<file path="config.mk">
export PLATFORM = sky130hd
export DESIGN_NAME = seq_stage_controller
export DESIGN_NICKNAME = d
export VERILOG_FILES = /design/src/rtl/y86_pkg.sv /design/src/rtl/mem_wait_timer.sv /design/src/rtl/seq_stage_controller.sv
export SDC_FILE = /design/constraint.sdc
export NUM_CORES = 1
export LEC_CHECK = 0
export CORE_AREA = 2 2 76 78
export CTS_BUF_LIST = sky130_fd_sc_hd__clkbuf_4 sky130_fd_sc_hd__clkbuf_8
export DETAILED_ROUTE_END_ITERATION = 7
export DIE_AREA = 0 0 78 80
export PLACE_DENSITY = 0.85
export SYNTH_ARGS = -nofsm -noshare
export SYNTH_HDL_FRONTEND = slang
export SYNTH_HIERARCHICAL = 1
export SYNTH_SLANG_ARGS = --single-unit
</file>
<file path="constraint.sdc">
create_clock -name clk -period 3.15 [get_ports clk]
set_clock_uncertainty 0.05 [all_clocks]
set_input_delay 0.315 -clock clk [delete_from_list [all_inputs] [get_ports clk]]
set_output_delay 0.315 -clock clk [all_outputs]
set_load 0.02 [all_outputs]
</file>
<file path="src/rtl/y86_pkg.sv">
// Shared Y86-64 definitions: status codes, instruction codes, sequencer
// stage states and the memory-operation classification helpers.
package y86_pkg;

   localparam logic [2:0] STAT_AOK = 3'd1;
   localparam logic [2:0] STAT_HLT = 3'd2;
   localparam logic [2:0] STAT_ADR = 3'd3;
   localparam logic [2:0] STAT_INS = 3'd4;

   localparam logic [3:0] I_HALT   = 4'h0;
   localparam logic [3:0] I_NOP    = 4'h1;
   localparam logic [3:0] I_RRMOVQ = 4'h2;
   localparam logic [3:0] I_IRMOVQ = 4'h3;
   localparam logic [3:0] I_RMMOVQ = 4'h4;
   localparam logic [3:0] I_MRMOVQ = 4'h5;
   localparam logic [3:0] I_OPQ    = 4'h6;
   localparam logic [3:0] I_JXX    = 4'h7;
   localparam logic [3:0] I_CALL   = 4'h8;
   localparam logic [3:0] I_RET    = 4'h9;
   localparam logic [3:0] I_PUSHQ  = 4'hA;
   localparam logic [3:0] I_POPQ   = 4'hB;

   typedef enum logic [2:0] {
      S_IDLE      = 3'd0,
      S_FETCH     = 3'd1,
      S_DECODE    = 3'd2,
      S_EXECUTE   = 3'd3,
      S_MEMORY    = 3'd4,
      S_WRITEBACK = 3'd5,
      S_PCUPD     = 3'd6,
      S_HALT      = 3'd7
   } stage_e;

   // Instructions that touch data memory (loads, stores, stack ops).
   function automatic logic is_mem_op(input logic [3:0] icode);
      return (icode == I_RMMOVQ) || (icode == I_MRMOVQ) || (icode == I_CALL) ||
             (icode == I_RET)    || (icode == I_PUSHQ)  || (icode == I_POPQ);
   endfunction

   // Memory operations that write rather than read.
   function automatic logic is_mem_write(input logic [3:0] icode);
      return (icode == I_RMMOVQ) || (icode == I_CALL) || (icode == I_PUSHQ);
   endfunction

endpackage

</file>
<file path="src/rtl/mem_wait_timer.sv">
// Counts MEMORY-state cycles spent waiting for mem_ready and flags the
// cycle in which the wait budget is exhausted.
module mem_wait_timer #(
   parameter int MEM_TIMEOUT = 15
) (
   input  logic clk,
   input  logic rst,
   input  logic clr_i,
   input  logic en_i,
   output logic tc_o
);

   // Terminal count fires on the wait cycle that would bring the count to MEM_TIMEOUT.
   localparam logic [7:0] TC = 8'(MEM_TIMEOUT - 1);

   logic [7:0] cnt_q;
   logic [7:0] cnt_d;

   // Next count: clear has priority over increment.
   always_comb begin
      cnt_d = cnt_q;
      if (clr_i)
         cnt_d = 8'd0;
      else if (en_i)
         cnt_d = cnt_q + 8'd1;
   end

   // Counter register.
   always_ff @(posedge clk) begin
      if (rst)
         cnt_q <= 8'd0;
      else
         cnt_q <= cnt_d;
   end

   assign tc_o = en_i && !clr_i && (cnt_q == TC);

endmodule

</file>
<file path="src/rtl/seq_stage_controller.sv">
// Y86-64 SEQ stage sequencer: walks fetch..pc-update one stage per state,
// waits on the data-memory handshake, and owns the architectural status.
module seq_stage_controller
   import y86_pkg::*;
#(
   parameter int MEM_TIMEOUT = 15
) (
   input  logic        clk,
   input  logic        rst,
   input  logic        start,
   input  logic [3:0]  icode,
   input  logic        instr_valid,
   input  logic        imem_error,
   input  logic        mem_ready,
   input  logic        dmem_error,
   output logic        fetch_en,
   output logic        decode_en,
   output logic        execute_en,
   output logic        wb_en,
   output logic        pc_en,
   output logic        mem_req,
   output logic        mem_write,
   output logic [2:0]  stat,
   output logic        halted,
   output logic        busy,
   output logic [31:0] instr_count
);

   stage_e      state_q, state_d;
   logic [2:0]  stat_q, stat_d;
   logic [31:0] count_q, count_d;
   logic [3:0]  icode_q, icode_d;
   logic        fetch_q, decode_q, execute_q, wb_q, pc_q;
   logic        mreq_q, mwrite_q, halted_q, busy_q;
   logic        in_mem, tmr_tc;

   assign in_mem = (state_q == S_MEMORY);

   mem_wait_timer #(.MEM_TIMEOUT(MEM_TIMEOUT)) u_timer (
      .clk   (clk),
      .rst   (rst),
      .clr_i (!in_mem),
      .en_i  (in_mem && !mem_ready),
      .tc_o  (tmr_tc)
   );

   // Next-state, status and retire-count logic; icode is captured in DECODE
   // because fetch only guarantees it there.
   always_comb begin
      state_d = state_q;
      stat_d  = stat_q;
      count_d = count_q;
      icode_d = icode_q;
      case (state_q)
         S_IDLE:      if (start) state_d = S_FETCH;
         S_FETCH:     state_d = S_DECODE;
         S_DECODE: begin
            icode_d = icode;
            if (imem_error) begin
               stat_d  = STAT_ADR;
               state_d = S_HALT;
            end else if (!instr_valid) begin
               stat_d  = STAT_INS;
               state_d = S_HALT;
            end else if (icode == I_HALT) begin
               stat_d  = STAT_HLT;
               state_d = S_HALT;
            end else begin
               state_d = S_EXECUTE;
            end
         end
         S_EXECUTE:   state_d = is_mem_op(icode_q) ? S_MEMORY : S_WRITEBACK;
         S_MEMORY: begin
            // A ready response beats a timeout landing on the same cycle.
            if (mem_ready) begin
               if (dmem_error) begin
                  stat_d  = STAT_ADR;
                  state_d = S_HALT;
               end else begin
                  state_d = S_WRITEBACK;
               end
            end else if (tmr_tc) begin
               stat_d  = STAT_ADR;
               state_d = S_HALT;
            end
         end
         S_WRITEBACK: state_d = S_PCUPD;
         S_PCUPD: begin
            count_d = count_q + 32'd1;
            state_d = S_FETCH;
         end
         S_HALT:      state_d = S_HALT;
         default:     state_d = S_IDLE;
      endcase
   end

   // State, status and registered output decodes of the next state.
   always_ff @(posedge clk) begin
      if (rst) begin
         state_q   <= S_IDLE;
         stat_q    <= STAT_AOK;
         count_q   <= 32'd0;
         fetch_q   <= 1'b0;
         decode_q  <= 1'b0;
         execute_q <= 1'b0;
         wb_q      <= 1'b0;
         pc_q      <= 1'b0;
         mreq_q    <= 1'b0;
         mwrite_q  <= 1'b0;
         halted_q  <= 1'b0;
         busy_q    <= 1'b0;
      end else begin
         state_q   <= state_d;
         stat_q    <= stat_d;
         count_q   <= count_d;
         fetch_q   <= (state_d == S_FETCH);
         decode_q  <= (state_d == S_DECODE);
         execute_q <= (state_d == S_EXECUTE);
         wb_q      <= (state_d == S_WRITEBACK);
         pc_q      <= (state_d == S_PCUPD);
         mreq_q    <= (state_d == S_MEMORY);
         mwrite_q  <= (state_d == S_MEMORY) && is_mem_write(icode_d);
         halted_q  <= (state_d == S_HALT);
         busy_q    <= (state_d != S_IDLE) && (state_d != S_HALT);
      end
   end

   // Captured instruction code is datapath state and needs no reset.
   always_ff @(posedge clk) begin
      icode_q <= icode_d;
   end

   assign fetch_en    = fetch_q;
   assign decode_en   = decode_q;
   assign execute_en  = execute_q;
   assign wb_en       = wb_q;
   assign pc_en       = pc_q;
   assign mem_req     = mreq_q;
   assign mem_write   = mwrite_q;
   assign stat        = stat_q;
   assign halted      = halted_q;
   assign busy        = busy_q;
   assign instr_count = count_q;

endmodule

</file>
== Yosys cells after proc, flatten, opt, wreduce, memory -nomap -nowiden ==
Cells that the tools add are included.

* $add $sub $neg: 2
* Multiply operators: 0
* Div/mod/pow operators: 0
* Order comparisons: 0
* Eq/ne operators: 28
* Shifts and indexed selects: 0
* Mux-type cells: 17
* Bitwise operators: 1
* Reductions and logical operators: 19

{| class="wikitable"
|+ Operators by type and width
! kind !! count
|-
| 2-to-1 mux 3 bit || 12
|-
| adder 32 x 1 -> 32 bit, second input constant || 1
|-
| equality test 3 bit, second input constant || 8
|-
| equality test 4 bit, second input constant || 6
|-
| one-hot mux 3 bit (8 select lines) || 1
|-
| equality test 3 x 2 -> 1 bit, second input constant || 4
|-
| equality test 4 x 3 -> 1 bit, second input constant || 3
|-
| adder 8 x 1 -> 8 bit, second input constant || 1
|-
| equality test 8 x 4 -> 1 bit, second input constant || 1
|-
| logical OR 1 bit || 7
|-
| equality test 3 x 1 -> 1 bit, second input constant || 2
|-
| inequality test 3 bit, second input constant || 2
|-
| one-hot mux 3 bit (2 select lines) || 1
|-
| logical AND 1 bit || 5
|-
| logical NOT 4 bit || 1
|-
| 2-to-1 mux 4 bit || 1
|-
| inequality test 4 bit, second input constant || 1
|-
| AND reduction 4 bit || 1
|-
| logical NOT 3 bit || 1
|-
| inequality test 3 x 2 -> 1 bit, second input constant || 1
|-
| nonzero test 3 bit || 1
|-
| 2-to-1 mux 2 bit || 1
|-
| nonzero test 2 bit || 1
|-
| OR reduction 2 bit || 1
|-
| 3 further kinds || 3
|}

* Register bits after elaboration: 59
* Latch bits: 0
* RAM bits: 0
* Bits in read-only memories: 0
* Input bits: 11
* Output and inout bits: 44
* Logic and storage cells: 81
* Memories: 0

== Longest topological paths before layout ==
Gate-level depths: netlist (run 1).

* Depth in word-level cells: 10
* Depth in mapped cells: 10
* Mapped depth without buffers: 8

== By module ==
Netlist (run 1), hierarchy kept.

{| class="wikitable"
|+ By module, submodules not included
! module !! times used !! cells each !! area each (sq um) !! seq. area each (sq um)
|-
| seq_stage_controller || 1 || 274 || 2444.8 || 1021.0
|-
| mem_wait_timer || 1 || 43 || 399.1 || 160.2
|}

== Worst setup path after synthesis (run 1) ==
Ideal clock, no wire load.

* Path kind: register to register
* Start: register state_q[1]
* End: register execute_q, in the netlist execute_en
* Arrival time: 2.336 ns
* Path slack: 0.668 ns
* Cell stages (with the launch flop): 11
* Cell sequence: dfxtp_1 buf_6 or3b_2 nor2_1 buf_4 nand3_1 nor4b_2 mux2_2 a21oi_1 o21ai_1 nor4b_1

* Word-level cells in the longest chain between the ends: 8

{| class="wikitable"
|+ RTL lines
! element !! line !! text
|-
| start, declared || seq_stage_controller.sv:29 || <nowiki>stage_e state_q, state_d;</nowiki>
|-
| start signal, assigned || seq_stage_controller.sv:113 || <nowiki>state_q <= state_d;</nowiki>
|-
| equality test 3 bit * || seq_stage_controller.sv:37 || <nowiki>assign in_mem = (state_q == S_MEMORY);</nowiki>
|-
| logical AND 1 bit || seq_stage_controller.sv:43 || <nowiki>.en_i (in_mem && !mem_ready),</nowiki>
|-
| logical AND 1 bit * (2 in series) || mem_wait_timer.sv:36 || <nowiki>assign tc_o = en_i && !clr_i && (cnt_q == TC);</nowiki>
|-
| net tmr_tc || seq_stage_controller.sv:35 || <nowiki>logic in_mem, tmr_tc;</nowiki>
|-
| 2-to-1 mux 3 bit * || seq_stage_controller.sv:82 || <nowiki>end else if (tmr_tc) begin</nowiki>
|-
| 2-to-1 mux 3 bit * || seq_stage_controller.sv:75 || <nowiki>if (mem_ready) begin</nowiki>
|-
| one-hot mux 3 bit (8 select lines) * || seq_stage_controller.sv:54 || <nowiki>case (state_q)</nowiki>
|-
| equality test 3 x 2 -> 1 bit * || seq_stage_controller.sv:118 || <nowiki>execute_q <= (state_d == S_EXECUTE);</nowiki>
|-
| end signal, assigned || seq_stage_controller.sv:118 ||
|-
| end, declared || seq_stage_controller.sv:33 || <nowiki>logic fetch_q, decode_q, execute_q, wb_q, pc_q;</nowiki>
|}

Mark *: on every way through the listed nets, which the timed path passes. The rest lies on a longest branch.
A chain may end at the register's enable or synchronous reset.

== Worst setup path in the final report (run 1) ==
* Start: register state_q[2]
* End: register execute_q, in the netlist execute_en

Same word-level chain as after synthesis.

==> results of run 1 <==
## cell type report
class                   instances  area [sq um]  area share
clock buffers                  10         131.4     0.03721
inverters                       7         26.28    0.007442
clock inverters                 6         32.53    0.009213
well taps                      72         90.09     0.02551
repair buffers                 57         563.0      0.1595
multi-input cells             231          1506      0.4266
flip-flops and latches         59          1181      0.3345
## power groups by stage
stage	Combinational (mW)	Clock, mW	Sequential [mW]
after floorplan	0.313	0	0.904
after global placement	0.420	0	0.894
after detailed placement	0.426	0	0.896
after CTS	0.427	0.597	0.881
after global routing	0.466	0.626	0.894
final	0.427	0.580	0.882
## worst max-delay path: cells and delay by family (launching register included)
family	cells	cell delay [ns]
mux	1	0.19
simple gates	5	1.38
flops	1	0.50
compound gates	2	0.49
## cell usage after synthesis (all sizes together) (2+ instances only)
library cell  count  area share
o31a              2      0.0062
a211o             2      0.0066
buf              10       0.033
ha                3       0.013
nor2b             3      0.0066
xnor2             3      0.0092
o31ai            11       0.029
nor3b             2      0.0070
nand4            15       0.046
nor2             25       0.033
nor4b             2      0.0084
nor3              8       0.014
inv               7      0.0092
and3              5       0.011
or2               2      0.0044
clkbuf           10       0.013
nand2b            5       0.014
or3              10       0.022
and2              3      0.0075
nand3            10       0.018
a211oi            3       0.012
xor2             10       0.031
a21oi            25       0.044
or3b              4       0.012
nor4              4       0.011
o21a              2      0.0053
or4              13       0.036
and4              5       0.017
dfxtp            59        0.42
o21ai            12       0.021
nand2            28       0.037
mux2              4       0.016
## registers in the layout, indices dropped and copies added (netlist names), 3 cells and up
register / count
icode_q: 4
instr_count: 32
stat: 3
state_q: 3
u_timer/cnt_q: 8
## layer usage
layer | share of wire | vias up | track usage
met4 | 0.016 | 0 | 0.1018
met5 | 0 | - | 0
li1 | - | 1254 | -
met1 | 0.47 | 1184 | 0.2632
met2 | 0.48 | 50 | 0.3414
met3 | 0.037 | 7 | 0.04977
## metrics by stage
stage / instance area [sq um] / hold WS [ns] / setup slack (ns)
final: 3531 / 0.3920 / 0.4335
after global routing: 3531 / 0.4206 / 0.1670
after CTS: 3531 / 0.3966 / 0.4132
after detailed placement: 3367 / 0.3857 / 0.4481
after global placement: 3367 / 0.3820 / 0.5591
after floorplan: 2844 / 0.3640 / 0.6683
## logic make-up after synthesis
| kind of cell | Yosys count |
|---|---|
| multiplexers | 5 |
| adder cells (fa/ha/maj) | 3 |
| AND/OR/NAND/NOR | 146 |
| AO/OA/AOI/OAI | 64 |
| flip-flops | 59 |
| buffers and inverters | 27 |
| XOR/XNOR | 13 |
## final timing paths
path	from	to	slack [ns]	cells past startpoint
setup reg to reg	state_q[2]$_SDFF_PP0_	execute_en$_SDFF_PP0_	0.43	8
hold / removal	icode_q[0]$_DFF_P_	icode_q[0]$_DFF_P_	0.39	2
hold reg to reg	icode_q[0]$_DFF_P_	icode_q[0]$_DFF_P_	0.39	2
setup / recovery	state_q[2]$_SDFF_PP0_	execute_en$_SDFF_PP0_	0.43	8
==> metrics.csv, run 1 <==
metric;value;unit
outcome;complete, no violations;
post-route ant nets;0;
GP Congestion;0.8222;
Inst Count DP;426;
VDD IR-drop max;0.4724;mV
Synth Area in Simple Gates;0.3115;
fin cells;442;
initial antenna violation count;0;
Final Max Slew Viols;0;
Comb pwr share;0.226;
commonest non-fill, non-tap cell in the layout;dfxtp_1;
nature of the critical path endpoint;flop;
vias in the first global route;2289;
hold buffer count at cts;0;
DIE WIDTH;78;um
main combinational cell family by area after synthesis;simple AND/OR/NAND/NOR gates;
cell with the largest stage delay on the worst path;or3b_2;
IO buf count;54;
Final Hold Vio Count;0;
HPWL Detailed;4374;um
setup tns final;0;ns
crit start category;flop;
Power Density;534.9;nW/um^2
DR vias/cell;5.645;
period utilization;0.8624;
clock-pin transition on the worst setup and hold timing paths;0.06;ns
fmax;0.3681;GHz
Core Rows;27;
Synth async-reset ratio;0;
first-pass GRT wire length;10390;um
Flop pwr share;0.467;
switch share;0.3113;
Least-Margin Pin Slew;0.6748;ns
Synth Register Bits;59;
filler cell count;451;
RSZ-0062 raised after global routing;false;
Post-CTS Resized;0;
crit-path max FO;11;
Setup CP Type;flop to flop;
layout cells sized above 1;0.1162;
Net Sw Power;0.5879;mW
Initial Util;0.5262;
Setup Viol. Count Final;0;
vias;2495;
Crit path arrival time;2.90;ns
H-Tree Depth;3;
Post-synth EDFFs;0;
Syn Std Cell Area;2844;sq um
compound-gate portion of the synthesized area;0.1456;
count of cell types in the netlist;58;
largest net degree at the start of global routing;25;
clk_lat worst skew;0.33;ns
fin crit period;2.717;ns
syn avg cell area;8.972;sq um
DRC Markers;0;
Max stage delay on crit path;0.54;ns
Antenna Cells;0;
core footprint;5405;sq um
total grt overflow;0;
critical-path cell list;or3b_2 > nor2_1 > nand3_1 > nor4b_2 > mux2_2 > a21oi_1 > o21ai_1 > nor4b_1;
TritonRoute pass-1 iters;4;
Total Power;1.889;mW
io pins;55;
Iter 0 DRT Violations;136;
post-CTS setup buffer count;0;
Seq/Total Area, Yosys;0.4153;
final core utilization;0.6532;
die area;6240;sq um
Synth Area in Adders;0.01320;
YS warnings;6;
Area Overhead vs Synth;24.15;%
Max Cap Viol;0;
root buffer cell;clkbuf_8;
post-synthesis mux area share;0.01936;
Bufs on Longest Clock Path;2;
most frequent cells in the layout;dfxtp_1, clkdlybuf4s50_1, nand2_1, nor2_1, a21oi_1;
clock sinks;59;
worst min path class;flop to flop;
final wirelength;6122;um
nets@finish;379;
CTS tree;built;
Worst slew margin;0.5502;
CTS buffer count;9;
Required @ worst endpoint;3.34;ns
xor and xnor area share after synthesis;0.04004;
Die Y;80;um
Mapped Cells;317;
Lkg Pwr;1.223;nW
Synthesized Nets;331;
clock network fraction of total power;0.307;
routed length per instance;13.85;um
gr usage total;0.2103;
leading register cell type out of synthesis;dfxtp_1;
Int Power;1.301;mW
No activity file was read; power rests on OpenSTA's default activity.
==> run 2, diff against run 1 <==
ABC_CLOCK_PERIOD_IN_PS = 3150   (was unset)
GPL_TIMING_DRIVEN = 0   (was unset)
PLACE_DENSITY = 0.91   (was 0.85)
==> run 2 against run 1 <==
  * Hold slack gained 0.0062 ns
  * Highest routed layer unchanged
  * Wire length grew 5.8%
  * Register-to-register slack lost 0.05 ns
==> metrics.csv, run 2 (synthesis gave the netlist of run 1 again) <==
metric;value;unit;change
period utilization;0.8776;;+0.01524
Max Cap Viol;0;;unchanged
final wirelength;6479;um;+5.8%
commonest non-fill, non-tap cell in the layout;dfxtp_1;;
io pins;55;;unchanged
vias in the first global route;2459;;+7.4%
post-CTS setup buffer count;0;;unchanged
Final Max Slew Viols;0;;unchanged
RR Startpoint;state_q[1]$_SDFF_PP0_;;
clk_lat worst skew;0.35;ns;+0.02 ns
initial antenna violation count;0;;unchanged
Hold Crit Depth;2;;unchanged
hold buffer count at cts;0;;unchanged
core footprint;5405;sq um;unchanged
CTS buffer count;9;;unchanged
nets@finish;396;;+4.5%
Hold Startpoint;icode_q[1]$_DFF_P_;;
H-Tree Depth;3;;unchanged
total grt overflow;0;;unchanged
clock sinks;59;;unchanged
crit-path max FO;10;;-1
Worst R2R Setup Slack;0.39;ns;-0.05 ns
RR Endpoint;execute_en$_SDFF_PP0_;;
CTS tree;built;;
fin cells;459;;+3.8%
Hold Slack;0.3982;ns;+0.006231 ns
Worst slew margin;0.6472;;+0.09709
outcome;complete, no violations;;
r2r worst-path depth;10;;+2
nature of the critical path endpoint;flop;;
TritonRoute pass-1 iters;5;;+1
Initial Util;0.5262;;unchanged
Bufs on Longest Clock Path;2;;unchanged
root buffer cell;clkbuf_8;;
Iter 0 DRT Violations;167;;+23%
DRC Markers;0;;unchanged
largest net degree at the start of global routing;13;;-48%
IO buf count;54;;unchanged
Die Y;80;um;unchanged
DR vias/cell;5.645;;about the same
Power Density;536.1;nW/um^2;+0.22%
met2 Use GR;0.3672;;+0.02586
fin crit period;2.765;ns;+0.04800 ns
Inst Count DP;443;;+4.0%
Final Hold Vio Count;0;;unchanged
HPWL Detailed;4523;um;+3.4%
Hold EP;icode_q[1]$_DFF_P_;;
GP Congestion;0.8490;;+3.3%
crit start category;flop;;
Area Overhead vs Synth;28.46;%;
cell area after layout;3654;sq um;+3.5%
Post-DP Area;3475;sq um;+3.2%
worst min path class;flop to flop;;
DIE WIDTH;78;um;unchanged
routing usage on met1;0.2698;;+0.006542
Antenna Cells;0;;unchanged
Setup CP Type;flop to flop;;
Least-Margin Pin Slew;0.5291;ns;-0.1456 ns
layout cells sized above 1;0.1292;;+0.01298
Total Power;1.959;mW;+3.7%
die area;6240;sq um;unchanged
max reg flops;32;;unchanged
routed length per instance;14.12;um;+1.9%
setup tns final;0;ns;unchanged
gr usage total;0.2205;;+0.01020
Required @ worst endpoint;3.34;ns;about the same
Crit path arrival time;2.96;ns;+0.06 ns
met3 usage;0.03733;;-0.01244
post-route ant nets;0;;unchanged
most frequent cells in the layout;dfxtp_1, clkdlybuf4s50_1, nand2_1, nor2_1, a21oi_1;;
Lkg Pwr;1.272;nW;+4.0%
vias;2591;;+3.8%
fmax;0.3617;GHz;-1.7%
VDD IR-drop max;0.4967;mV;+5.1%
Setup Viol. Count Final;0;;unchanged
clock-pin transition on the worst setup and hold timing paths;0.07;ns;about the same
Post-CTS Resized;0;;unchanged
RSZ-0062 raised after global routing;false;;
first-pass GRT wire length;10980;um;+5.7%
Core Rows;27;;unchanged
GRT busiest layer;met2;;
==> run 2: changes by cell type in the layout (fill, tap and decap cells not counted) <==
cell	before	now
buf_6	0	6
clkinv_4	0	4
clkinv_2	5	1
buf_4	3	2
clkbuf_1	0	10
clkinvlp_4	1	2
clkbuf_4	1	0
buf_2	0	2
==> run 2: power by group <==
| part | switching (mW) | internal, mW |
|---|---|---|
| logic | 0.267 | 0.225 |
| clock network | 0.325 | 0.288 |
| registers | 0.0361 | 0.818 |
| total | 0.628 | 1.33 |
==> run 2: how the worst max path moves through the flow <==
stage / start / to / slack (ns)
finish: state_q[1]$_SDFF_PP0_ / execute_en$_SDFF_PP0_ / 0.39
detailed placement: state_q[1]$_SDFF_PP0_ / execute_en$_SDFF_PP0_ / 0.40
floorplan: state_q[1]$_SDFF_PP0_ / execute_en$_SDFF_PP0_ / 0.67
CTS: state_q[1]$_SDFF_PP0_ / execute_en$_SDFF_PP0_ / 0.37
global route: state_q[2]$_SDFF_PP0_ / execute_en$_SDFF_PP0_ / 0.16
global placement: state_q[1]$_SDFF_PP0_ / execute_en$_SDFF_PP0_ / 0.44
==> run 2: final cells by class <==
type                            count  area, sq um
Clock inverter                      7        55.05
Fill cell                         467         1752
Buffer                             20        130.1
Clock buffer                        9        123.9
Timing Repair Buffer               54        540.5
Multi-Input combinational cell    231         1506
Tap cell                           72        90.09
Sequential cell                    59         1181
Inverter                            7        26.28
==> run 2: stage by stage <==
| stage | setup WS [ns] | utilization |
|---|---|---|
| after floorplan | 0.6683 | - |
| after global placement | 0.4405 | 0.6428 |
| after detailed placement | 0.4048 | 0.6428 |
| after CTS | 0.3673 | 0.6759 |
| after global routing | 0.1579 | 0.6759 |
| final | 0.3855 | 0.6759 |
==> run 2: per-layer routing <==
metal  vias to the layer above  routed length [um]
met4                         0                 137
li1                       1293                   -
met2                        58                3204
met3                        13                 201
met5                         -                   0
met1                      1227                2936
==> run 2: critical path: stages, from the launching register on <==
cell	delay, ns
dfxtp_1	0.33
buf_6	0.14
or3b_2	0.53
nor2_1	0.11
buf_4	0.17
nand3_1	0.10
nor4b_2	0.30
mux2_2	0.20
a21oi_1	0.06
o21ai_1	0.42
nor4b_1	0.27
